### config.mk
export PLATFORM = sky130hd
export DESIGN_NAME = hex_scan_ctrl
export DESIGN_NICKNAME = d
export VERILOG_FILES = /design/src/rtl/hex_scan_ctrl.sv
export SDC_FILE = /design/constraint.sdc
export NUM_CORES = 1
export LEC_CHECK = 0
export BUFFER_PORTS_ARGS = -buffer_cell sky130_fd_sc_hd__buf_4
export CAP_MARGIN = 20
export CORE_MARGIN = 4
export CORE_UTILIZATION = 56
export CTS_CLUSTER_DIAMETER = 50
export CTS_CLUSTER_SIZE = 16
export DETAILED_ROUTE_END_ITERATION = 16
export PLACE_DENSITY = 0.78
export SYNTH_ARGS = -nofsm -noshare
export SYNTH_HDL_FRONTEND = slang
export SYNTH_SLANG_ARGS = --single-unit
### constraint.sdc
create_clock -name clk -period 2.88 [get_ports clk]
set_clock_uncertainty 0.1 [all_clocks]
set_input_delay 0.864 -clock clk [delete_from_list [all_inputs] [get_ports clk]]
set_output_delay 0.864 -clock clk [all_outputs]
set_load 0.01 [all_outputs]
### src/rtl/hex_scan_ctrl.sv
// Time-multiplexed hex display scanner: one shared 4-bit -> 7-segment decoder serves
// NUM_DIGITS digits, with a blanking gap at the start of every slot to suppress ghosting.
module hex_scan_ctrl #(
    parameter int ADDR_W   = 2,
    parameter int PRESCALE = 50000,
    parameter int BLANK    = 16
) (
    input  logic                     clk,
    input  logic                     reset,
    input  logic                     enable,
    input  logic                     wr_en,
    input  logic [ADDR_W-1:0]        wr_addr,
    input  logic [3:0]               wr_data,
    input  logic                     wr_blank,
    output logic [3:0]               dec_nibble,
    input  logic [6:0]               dec_seg,
    output logic [6:0]               seg,
    output logic [(1<<ADDR_W)-1:0]   dig_sel,
    output logic                     frame_done
);

    localparam int NUM_DIGITS = 1 << ADDR_W;
    localparam int CNT_W      = $clog2(PRESCALE);

    localparam logic [CNT_W-1:0]  LAST_CNT  = CNT_W'(PRESCALE - 1);
    localparam logic [CNT_W-1:0]  BLANK_END = CNT_W'(BLANK - 1);
    localparam logic [ADDR_W-1:0] IDX_LAST  = '1;
    localparam logic [6:0]        SEG_OFF   = 7'h7F;

    typedef enum logic [1:0] {ST_IDLE, ST_BLANK, ST_SHOW} state_t;

    state_t                  state, state_nxt;
    logic [ADDR_W-1:0]       idx, idx_nxt;
    logic [CNT_W-1:0]        slot_cnt, cnt_nxt;
    logic [6:0]              seg_nxt;
    logic [NUM_DIGITS-1:0]   sel_nxt;
    logic                    fd_nxt;

    logic [3:0]              nibble_q [NUM_DIGITS];
    logic [NUM_DIGITS-1:0]   blank_q;

    assign dec_nibble = nibble_q[idx];

    always_ff @(posedge clk or posedge reset) begin
        if (reset) begin
            for (int i = 0; i < NUM_DIGITS; i++) begin
                nibble_q[i] <= 4'h0;
            end
            blank_q <= '1;
        end else if (wr_en) begin
            nibble_q[wr_addr] <= wr_data;
            blank_q[wr_addr]  <= wr_blank;
        end
    end

    always_ff @(posedge clk or posedge reset) begin
        if (reset) begin
            state      <= ST_IDLE;
            idx        <= '0;
            slot_cnt   <= '0;
            seg        <= SEG_OFF;
            dig_sel    <= '1;
            frame_done <= 1'b0;
        end else begin
            state      <= state_nxt;
            idx        <= idx_nxt;
            slot_cnt   <= cnt_nxt;
            seg        <= seg_nxt;
            dig_sel    <= sel_nxt;
            frame_done <= fd_nxt;
        end
    end

    // Segments and digit select are computed from the same idx in the same cycle,
    // so a digit's pattern can never be registered alongside another digit's select.
    always_comb begin
        state_nxt = state;
        idx_nxt   = idx;
        cnt_nxt   = slot_cnt;
        seg_nxt   = SEG_OFF;
        sel_nxt   = '1;
        fd_nxt    = 1'b0;
        if (!enable) begin
            state_nxt = ST_IDLE;
            idx_nxt   = '0;
            cnt_nxt   = '0;
        end else begin
            case (state)
                ST_IDLE: begin
                    state_nxt = ST_BLANK;
                    idx_nxt   = '0;
                    cnt_nxt   = '0;
                end
                ST_BLANK: begin
                    cnt_nxt = slot_cnt + CNT_W'(1);
                    if (slot_cnt == BLANK_END) begin
                        state_nxt = ST_SHOW;
                    end
                end
                ST_SHOW: begin
                    sel_nxt = ~(NUM_DIGITS'(1) << idx);
                    seg_nxt = blank_q[idx] ? SEG_OFF : dec_seg;
                    if (slot_cnt == LAST_CNT) begin
                        cnt_nxt   = '0;
                        idx_nxt   = idx + ADDR_W'(1);
                        state_nxt = ST_BLANK;
                        fd_nxt    = (idx == IDX_LAST);
                    end else begin
                        cnt_nxt = slot_cnt + CNT_W'(1);
                    end
                end
                default: begin
                    state_nxt = ST_IDLE;
                    idx_nxt   = '0;
                    cnt_nxt   = '0;
                end
            endcase
        end
    end

endmodule

==> flow_summary.json, run 1 <==
{
  "status": "finished, final reports clean",
  "nFillCells": 313,
  "area_growth_pct": 16.42,
  "fin_crit_sh_pct": 92.52,
  "cts_root_buffer": "clkbuf_8",
  "grt_max_degree": 53,
  "relSlewSlack_pct": 58.20,
  "synth_cells": 193,
  "ys_seq_elements": 52,
  "yosys.area.top_type": "dfrtp_1",
  "p_comb_share_pct": 21.5,
  "cts_post_setup_buffers_inserted": 0,
  "initial_core_util_pct": 59.44,
  "grt_use_total_pct": 19.13,
  "timing.hold.ws_ns": 0.4022,
  "cap_violations": 0,
  "holdBufCountCts": 0,
  "grt-ovfl-total": 0,
  "synth.area.top_cells": "dfrtp_1 38%, dfstp_2 16%, mux2_2 9.2%, ha_1 4.6%, mux4_2 4.6%",
  "ir_worst_vdd_v": 0.0005342,
  "die_w_um": 74.09,
  "path_max_fanout": 10,
  "min_path_type": "reg2reg",
  "synth_cell_types": 36,
  "wirelength_um": 4634,
  "synth_nets": 220,
  "drv_slew": 0,
  "portBuffers": 33,
  "cts_tree": "built",
  "coreArea_sq_mm": 0.004115,
  "worstHoldEndpoint": "slot_cnt[0]$_DFF_PP0_",
  "synthTopCellsByCount": "37 x dfrtp_1, 20 x mux2_2, 15 x dfstp_2",
  "vias": 1649,
  "ctsResizeCount": 0,
  "seqPwrFrac_pct": 49.8,
  "dieArea_sq_mm": 0.005489,
  "cts_sinks": 52,
  "grt_pass1_vias": 1728,
  "worstReg2RegStart": "slot_cnt[10]$_DFF_PP0_",
  "fin_nets": 255,
  "yosysSeqAreaShare_pct": 53.96,
  "htreeDepth": 2,
  "min_path_cells": 1,
  "worstMarginPinSlew_ns": 0.6270,
  "powerDensity_mw_per_mm2": 611.2,
  "crit_path_end_kind": "primary output",
  "hold_viol": 0,
  "final_util_pct": 69.20,
  "num_antenna_cells": 0,
  "start_kind": "flip-flop",
  "clock_power_share_pct": 28.7,
  "async_flop_share_pct": 100.0,
  "fp.dieH_um": 74.09,
  "synth_edf_count": 0,
  "drt_iter0_drc": 120,
  "ys.flop_type": "dfrtp_1",
  "switching_share_pct": 28.76,
  "ant_nets": 0,
  "ys.warnings.count": 0,
  "r2r_end": "slot_cnt[8]$_DFF_PP0_",
  "fmax_mhz": 375.3,
  "synth.most_common_cell": "dfrtp_1",
  "leakagePower_nw": 1.170,
  "avgRoutedWirePerCell_um": 16.61,
  "finalSetupTns_ns": 0,
  "reg2reg_slack_ns": 0.35,
  "synth_top_area_share_pct": 37.85,
  "rsz0062_at_grt": "no",
  "cp_data_required_time_ns": 1.92,
  "clk_path_buf_depth": 2,
  "drive_gt1_share_pct": 36.68,
  "path_class": "reg2out",
  "synth_area_sq_mm": 0.002446,
  "clock_latency_ns": 0.31,
  "clk_pin_slew_ns": 0.09,
  "switching_power_mw": 0.5007,
  "gp_congestion": 0.8690,
  "boundaryPins": 34,
  "rr_worst_depth": 4,
  "min-delay-start": "slot_cnt[0]$_DFF_PP0_",
  "avgSynthCellArea_sq_um": 12.67,
  "grt_first_pass_wirelength_um": 7955,
  "antenna_found_initial": 0,
  "crit_arrival_ns": 1.70,
  "row_count": 23,
  "internal_power_mw": 1.240,
  "first_pass_iters": 4,
  "finalCriticalPeriod_ns": 2.665,
  "via_per_inst": 5.910,
  "numCtsBuffers": 5,
  "hpwl_um": 3353,
  "setup_viol": 0,
  "drc": 0
}
==> critical path, cell delays in order (launching register included) <==
cell,delay [ns]
dfrtp_1,0.65
mux4_2,0.58
buf_4,0.16
==> through the flow <==
step | cell area [sq um] | total power [mW] | std cells | setup slack, ns
floorplan | 2446 | 1.148 | 193 | 0.6213
global placement | 2736 | 1.222 | 271 | 0.4389
detailed placement | 2736 | 1.257 | 271 | 0.3874
CTS | 2848 | 1.756 | 279 | 0.1587
global route | 2848 | 1.846 | 279 | 0.1115
finish | 2848 | 1.741 | 279 | 0.2154
==> kinds of logic (layout without fill, tap and decap cells) <==
logic type / after synthesis / after routing / synth area share, %
AND/OR/NAND/NOR: 68 / 68 / 16.42
flip-flops: 52 / 52 / 53.96
multiplexers: 26 / 26 / 14.22
AO/OA/AOI/OAI: 15 / 15 / 4.860
buffers and inverters: 13 / 49 / 2.353
XOR/XNOR: 10 / 10 / 3.581
adder cells (fa/ha/maj): 9 / 9 / 4.604
==> worst max path at each step <==
stage | end | start
floorplan | state[1]$_DFFE_PP0P_ | slot_cnt[10]$_DFF_PP0_
global placement | idx[0]$_DFFE_PP0P_ | slot_cnt[10]$_DFF_PP0_
detailed placement | slot_cnt[6]$_DFF_PP0_ | slot_cnt[10]$_DFF_PP0_
CTS | dec_nibble[1] | idx[0]$_DFFE_PP0P_
global route | dec_nibble[2] | idx[0]$_DFFE_PP0P_
finish | dec_nibble[2] | idx[0]$_DFFE_PP0P_
==> power by group through the flow <==
stage / Clock [mW] / Combinational, mW / Sequential, mW
global placement: 0 / 0.351 / 0.871
floorplan: 0 / 0.278 / 0.870
detailed placement: 0 / 0.375 / 0.882
CTS: 0.512 / 0.376 / 0.868
global route: 0.548 / 0.419 / 0.879
finish: 0.499 / 0.375 / 0.866
==> final cells by class <==
class | instances | area [sq um] | area share (%)
clock buffer | 6 | 72.57 | 2.548
clock inverter | 2 | 38.79 | 1.362
inverter | 6 | 22.52 | 0.7909
multi-input combinational | 128 | 1069 | 37.52
sequential | 52 | 1320 | 46.35
tap | 50 | 62.56 | 2.197
timing repair buffer | 35 | 262.8 | 9.227
==> layer usage <==
metal	global-route usage (%)	routed length, um	vias to the layer above
li1	-	-	783
met1	23.45	1988	831
met2	32.28	2385	27
met3	5.405	188	8
met4	7.042	72	0
met5	0	0	-
==> layout by cell type, fill, tap and decap left out, types with 2 or more instances in the layout <==
master and n:
clkbuf_8 5, nand4_1 4, ha_1 9, mux2_2 20, and4_1 4, xor2_1 7, mux4_2 5, nand3_1 12
or4_1 6, buf_4 35, or3_1 10, nor3_1 12, a211oi_1 4, nor3b_1 3, o31ai_1 2, o21ai_0 4
dfstp_2 15, nand3b_1 2, inv_1 5, xnor2_1 3, dfrtp_1 37, nand2_1 8
==> state kept, by name, summed over array words and instances, names as in the netlist <==
signal and flops:
blank_q 4, frame_done 1, dig_sel 4, slot_cnt 16, idx 2, state 2, nibble_q 16, seg 7
No activity file was read; power rests on OpenSTA's default activity.
==> inputs of run 2 (changes only) <==
Settings changed: PLACE_DENSITY 0.78 to 0.87.
==> flow_summary.json, run 2 (synthesis gave the netlist of run 1 again) <==
{
  "status": "finished, final reports clean",
  "reg_top3": "nibble_q: 16 flops, slot_cnt: 16 flops, seg: 7 flops",
  "via_per_inst": 5.982,
  "min_path_type": "reg2reg",
  "worstMarginPinSlew_ns": 0.5822,
  "fin_nets": 255,
  "grt-ovfl-total": 0,
  "ctsResizeCount": 0,
  "dp_cells": 271,
  "cp_slowest_stage_delay_ns": 0.67,
  "cp_cell_sequence": "mux4_2 > buf_4",
  "drc": 0,
  "cp_data_required_time_ns": 1.92,
  "die_w_um": 74.09,
  "final_common_cell": "dfrtp_1",
  "fmax_mhz": 371.5,
  "setup_viol": 0,
  "ir_worst_vdd_v": 0.0003713,
  "fin_crit_sh_pct": 93.48,
  "num_antenna_cells": 0,
  "clock_latency_ns": 0.31,
  "ant_nets": 0,
  "pre_cts_slack_ns": 0.3570,
  "boundaryPins": 34,
  "hpwl_um": 3253,
  "avgRoutedWirePerCell_um": 16.57,
  "vias": 1669,
  "gp_congestion": 0.7992,
  "finalSetupTns_ns": 0,
  "portBuffers": 33,
  "initial_core_util_pct": 59.44,
  "drt_iter0_drc": 84,
  "fp.dieH_um": 74.09,
  "holdBufCountCts": 0,
  "antenna_found_initial": 0,
  "clk_pin_slew_ns": 0.10,
  "dieArea_sq_mm": 0.005489,
  "grt_pass1_vias": 1702,
  "fin_cells": 279,
  "rsz0062_at_grt": "no",
  "crit_end": "dec_nibble[0]",
  "r2r_end": "slot_cnt[2]$_DFF_PP0_",
  "wirelength_um": 4622,
  "fin_ws_ns": 0.1879,
  "drv_slew": 0,
  "final_util_pct": 68.93,
  "slowest_stage": "dfrtp_1",
  "cp_num_cells": 2,
  "path_class": "reg2out",
  "numCtsBuffers": 5,
  "crit_arrival_ns": 1.73,
  "crit_path_end_kind": "primary output",
  "reg2reg_slack_ns": 0.30,
  "path_delay_family": "flip-flops",
  "switching_power_mw": 0.5075,
  "grt_max_degree": 33,
  "final_area_sq_mm": 0.002836,
  "startpoint": "idx[0]$_DFFE_PP0P_",
  "hold_viol": 0,
  "worstReg2RegStart": "slot_cnt[10]$_DFF_PP0_",
  "min_path_cells": 1,
  "leakagePower_nw": 1.165,
  "cts_post_setup_buffers_inserted": 0,
  "cap_violations": 0,
  "relSlewSlack_pct": 61.09,
  "cts_root_buffer": "clkbuf_8",
  "drive_gt1_share_pct": 36.68,
  "critPathBufInv": 1,
  "finalCriticalPeriod_ns": 2.692,
  "powerDensity_mw_per_mm2": 585.8,
  "htreeDepth": 2,
  "internal_power_mw": 1.154,
  "clock_power_share_pct": 25.1,
  "clk_path_buf_depth": 2,
  "dpl_cell_area_sq_mm": 0.002749,
  "layout_common_cells": "37 x dfrtp_1, 34 x buf_4, 20 x mux2_2",
  "cts_tree": "built",
  "seqPwrFrac_pct": 52.1,
  "area_growth_pct": 15.96,
  "row_count": 23,
  "start_kind": "flip-flop",
  "path_max_fanout": 10,
  "p_total_mw": 1.661,
  "timing.hold.ws_ns": 0.4035,
  "cts_sinks": 52,
  "coreArea_sq_mm": 0.004115,
  "p_comb_share_pct": 22.8,
  "first_pass_iters": 4,
  "switching_share_pct": 30.54,
  "grt_use_total_pct": 18.98,
  "rr_worst_depth": 4,
  "grt_first_pass_wirelength_um": 7921
}
==> run 2: cell count changes in the layout (fill, tap and decap cells not counted), sizes merged <==
cell / change
bufinv: -1
clkinv: +1
==> run 2: routing by layer <==
| layer | track usage, % | up-vias | routed length [um] |
|---|---|---|---|
| li1 | - | 784 | - |
| met4 | 6.841 | 0 | 63 |
| met3 | 4.595 | 5 | 256 |
| met2 | 30.91 | 48 | 2336 |
| met5 | 0 | - | 0 |
| met1 | 24.89 | 832 | 1966 |
==> run 2: worst min-delay path by stage <==
stage / start / to / slack [ns]
finish: slot_cnt[0]$_DFF_PP0_ / slot_cnt[0]$_DFF_PP0_ / 0.40
global route: nibble_q[7]$_DFFE_PP0P_ / nibble_q[7]$_DFFE_PP0P_ / 0.43
CTS: slot_cnt[0]$_DFF_PP0_ / slot_cnt[0]$_DFF_PP0_ / 0.41
detailed placement: nibble_q[15]$_DFFE_PP0P_ / nibble_q[15]$_DFFE_PP0P_ / 0.39
global placement: slot_cnt[0]$_DFF_PP0_ / slot_cnt[0]$_DFF_PP0_ / 0.38
floorplan: slot_cnt[0]$_DFF_PP0_ / slot_cnt[0]$_DFF_PP0_ / 0.35
==> run 2: power by group through the flow <==
stage               combinational, mW  clock [mW]  sequential, mW
finish                          0.378       0.417           0.866
floorplan                       0.278           0           0.870
detailed placement              0.381           0           0.879
global placement                0.368           0           0.874
CTS                             0.384       0.423           0.866
global route                    0.421       0.444           0.877
==> run 2: area by class of cell <==
cell class | instances | area, sq um
Clock buffer | 6 | 72.57
Fill cell | 301 | 1279
Timing Repair Buffer | 35 | 275.3
Sequential cell | 52 | 1320
Inverter | 6 | 22.52
Multi-Input combinational cell | 128 | 1069
Tap cell | 50 | 62.56
Clock inverter | 2 | 15.01
==> run 2: worst register-to-register path, delay by kind of cell (launching register included) <==
family	cells	cell delay (ns)
AOI/OAI and AO/OA	1	0.48
and+or+nand+nor	3	1.42
DFF	1	0.44
==> inputs of run 3 (changes only) <==
--- a/config.mk
+++ b/config.mk
@@ -7,3 +7,3 @@
 export LEC_CHECK = 0
-export BUFFER_PORTS_ARGS = -buffer_cell sky130_fd_sc_hd__buf_4
+export BUFFER_PORTS_ARGS = -buffer_cell sky130_fd_sc_hd__buf_2
 export CAP_MARGIN = 20
==> constraint.sdc (replaced) <==
create_clock -name clk -period 2.88 [get_ports clk]
set_clock_uncertainty 0.1 [all_clocks]
set_input_delay 0 -clock clk [delete_from_list [all_inputs] [get_ports clk]]
set_output_delay 0 -clock clk [all_outputs]
set_load 0.01 [all_outputs]
==> flow_summary.json, run 3 (synthesis gave the netlist of run 1 again) <==
{
  "status": "finished, final reports clean",
  "fin_nets": 268,
  "gp_congestion": 0.8520,
  "crit_arrival_ns": 2.57,
  "row_count": 23,
  "leakagePower_nw": 1.175,
  "antenna_found_initial": 0,
  "crit_path_end_kind": "flip-flop",
  "fin_crit_sh_pct": 86.75,
  "hold_viol": 0,
  "cts_sinks": 52,
  "grt_pass1_vias": 1682,
  "layout_common_cells": "37 x dfrtp_1, 33 x buf_2, 20 x mux2_2",
  "min_path_type": "in2async",
  "finalSetupTns_ns": 0,
  "reg2reg_slack_ns": 0.38,
  "grt_first_pass_wirelength_um": 8024,
  "fp.dieH_um": 74.09,
  "drv_slew": 0,
  "path_max_fanout": 17,
  "relSlewSlack_pct": 44.95,
  "rr_worst_depth": 4,
  "slowest_stage": "or4_1",
  "fin_cells": 292,
  "cp_cell_sequence": "or4_1 > or4_1 > a21oi_4 > nor3_1",
  "clk_path_buf_depth": 2,
  "r2r_end": "slot_cnt[7]$_DFF_PP0_",
  "boundaryPins": 34,
  "switching_power_mw": 0.5068,
  "switching_share_pct": 30.65,
  "vias": 1740,
  "cp_common_cell": "or4_1",
  "drt_iter0_drc": 113,
  "setup_viol": 0,
  "numCtsBuffers": 5,
  "initial_core_util_pct": 59.44,
  "grt-ovfl-total": 0,
  "ctsResizeCount": 0,
  "powerDensity_mw_per_mm2": 573.3,
  "coreArea_sq_mm": 0.004115,
  "rsz0062_at_grt": "no",
  "hpwl_um": 3163,
  "via_per_inst": 5.959,
  "reg_top3": "nibble_q: 16 flops, slot_cnt: 16 flops, seg: 7 flops",
  "start_kind": "flip-flop",
  "die_w_um": 74.09,
  "cp_slowest_stage_delay_ns": 0.69,
  "clk_pin_slew_ns": 0.09,
  "avgRoutedWirePerCell_um": 16.60,
  "finalCriticalPeriod_ns": 2.498,
  "worstReg2RegStart": "slot_cnt[10]$_DFF_PP0_",
  "wirelength_um": 4846,
  "dieArea_sq_mm": 0.005489,
  "dp_cells": 269,
  "drc": 0,
  "internal_power_mw": 1.147,
  "fmax_mhz": 400.2,
  "cts_root_buffer": "clkbuf_8",
  "nFillCells": 298,
  "grt_max_degree": 53,
  "cap_violations": 0,
  "fin_ws_ns": 0.3816,
  "crit_end": "slot_cnt[7]$_DFF_PP0_",
  "area_growth_pct": 17.90,
  "worstMarginPinSlew_ns": 0.8239,
  "p_comb_share_pct": 22.8,
  "startpoint": "slot_cnt[10]$_DFF_PP0_",
  "seqPwrFrac_pct": 52.4,
  "path_class": "reg2reg",
  "clock_power_share_pct": 24.8,
  "pre_cts_slack_ns": 0.4148,
  "final_common_cell": "dfrtp_1",
  "grt_use_total_pct": 19.54,
  "cts_tree": "built",
  "portBuffers": 33,
  "htreeDepth": 2,
  "first_pass_iters": 4,
  "ant_nets": 0,
  "num_antenna_cells": 0,
  "cp_data_required_time_ns": 2.95,
  "clock_latency_ns": 0.31,
  "drive_gt1_share_pct": 34.30,
  "ir_worst_vdd_v": 0.0003182,
  "timing.hold.ws_ns": 0.06330
}
## run 3: routing by layer
| layer | GRT usage, % | wire length (um) | up-vias |
|---|---|---|---|
| li1 | - | - | 812 |
| met1 | 24.87 | 2058 | 854 |
| met2 | 30.91 | 2369 | 59 |
| met3 | 5.541 | 276 | 15 |
| met4 | 9.256 | 142 | 0 |
| met5 | 0 | 0 | - |
## run 3: layout make-up
class	instances	area, sq um	share of cell area (%)
flip-flops and latches	52	1320	45.77
well taps	50	62.56	2.169
multi-input cells	128	1069	37.05
clock buffers	6	72.57	2.516
clock inverters	2	12.51	0.4338
repair buffers	48	325.3	11.28
inverters	6	22.52	0.7809
## run 3: worst min-delay path by stage
stage	from	to	slack, ns	depth (start not counted)
floorplan	dec_seg[0]	seg[0]$_DFF_PP1_	0.01	1
CTS	wr_addr[1]	nibble_q[14]$_DFFE_PP0P_	0.08	3
global placement	dec_seg[3]	seg[3]$_DFF_PP1_	0.09	2
global route	reset	nibble_q[4]$_DFFE_PP0P_	0.09	3
finish	reset	nibble_q[4]$_DFFE_PP0P_	0.06	3
detailed placement	dec_seg[3]	seg[3]$_DFF_PP1_	0.1	2
## run 3: through the flow
| stage | total power [mW] | cell area, sq um | utilization [%] |
|---|---|---|---|
| after floorplan | 1.148 | 2446 | - |
| after global placement | 1.222 | 2639 | 64.12 |
| after detailed placement | 1.235 | 2639 | 64.12 |
| after CTS | 1.656 | 2864 | 69.60 |
| after global routing | 1.742 | 2884 | 70.08 |
| final | 1.654 | 2884 | 70.08 |
## run 3: power by group through the flow
| stage | combinational [mW] | clock (mW) | sequential [mW] |
|---|---|---|---|
| final | 0.377 | 0.410 | 0.867 |
| after detailed placement | 0.353 | 0 | 0.881 |
| after global routing | 0.421 | 0.444 | 0.877 |
| after CTS | 0.370 | 0.419 | 0.867 |
| after global placement | 0.348 | 0 | 0.873 |
| after floorplan | 0.278 | 0 | 0.870 |
## run 3: worst max-delay path, delay by kind of cell, from the launching register on
| family | cells | cell delay, ns |
|---|---|---|
| AOI/OAI and AO/OA | 1 | 0.47 |
| DFF | 1 | 0.43 |
| and+or+nand+nor | 3 | 1.36 |
## run 3: repair_timing
item                      4_1_cts  5_1_grt
hold endpoints to repair       71        0
hold buffers                   14        0
buffers inserted                0        0
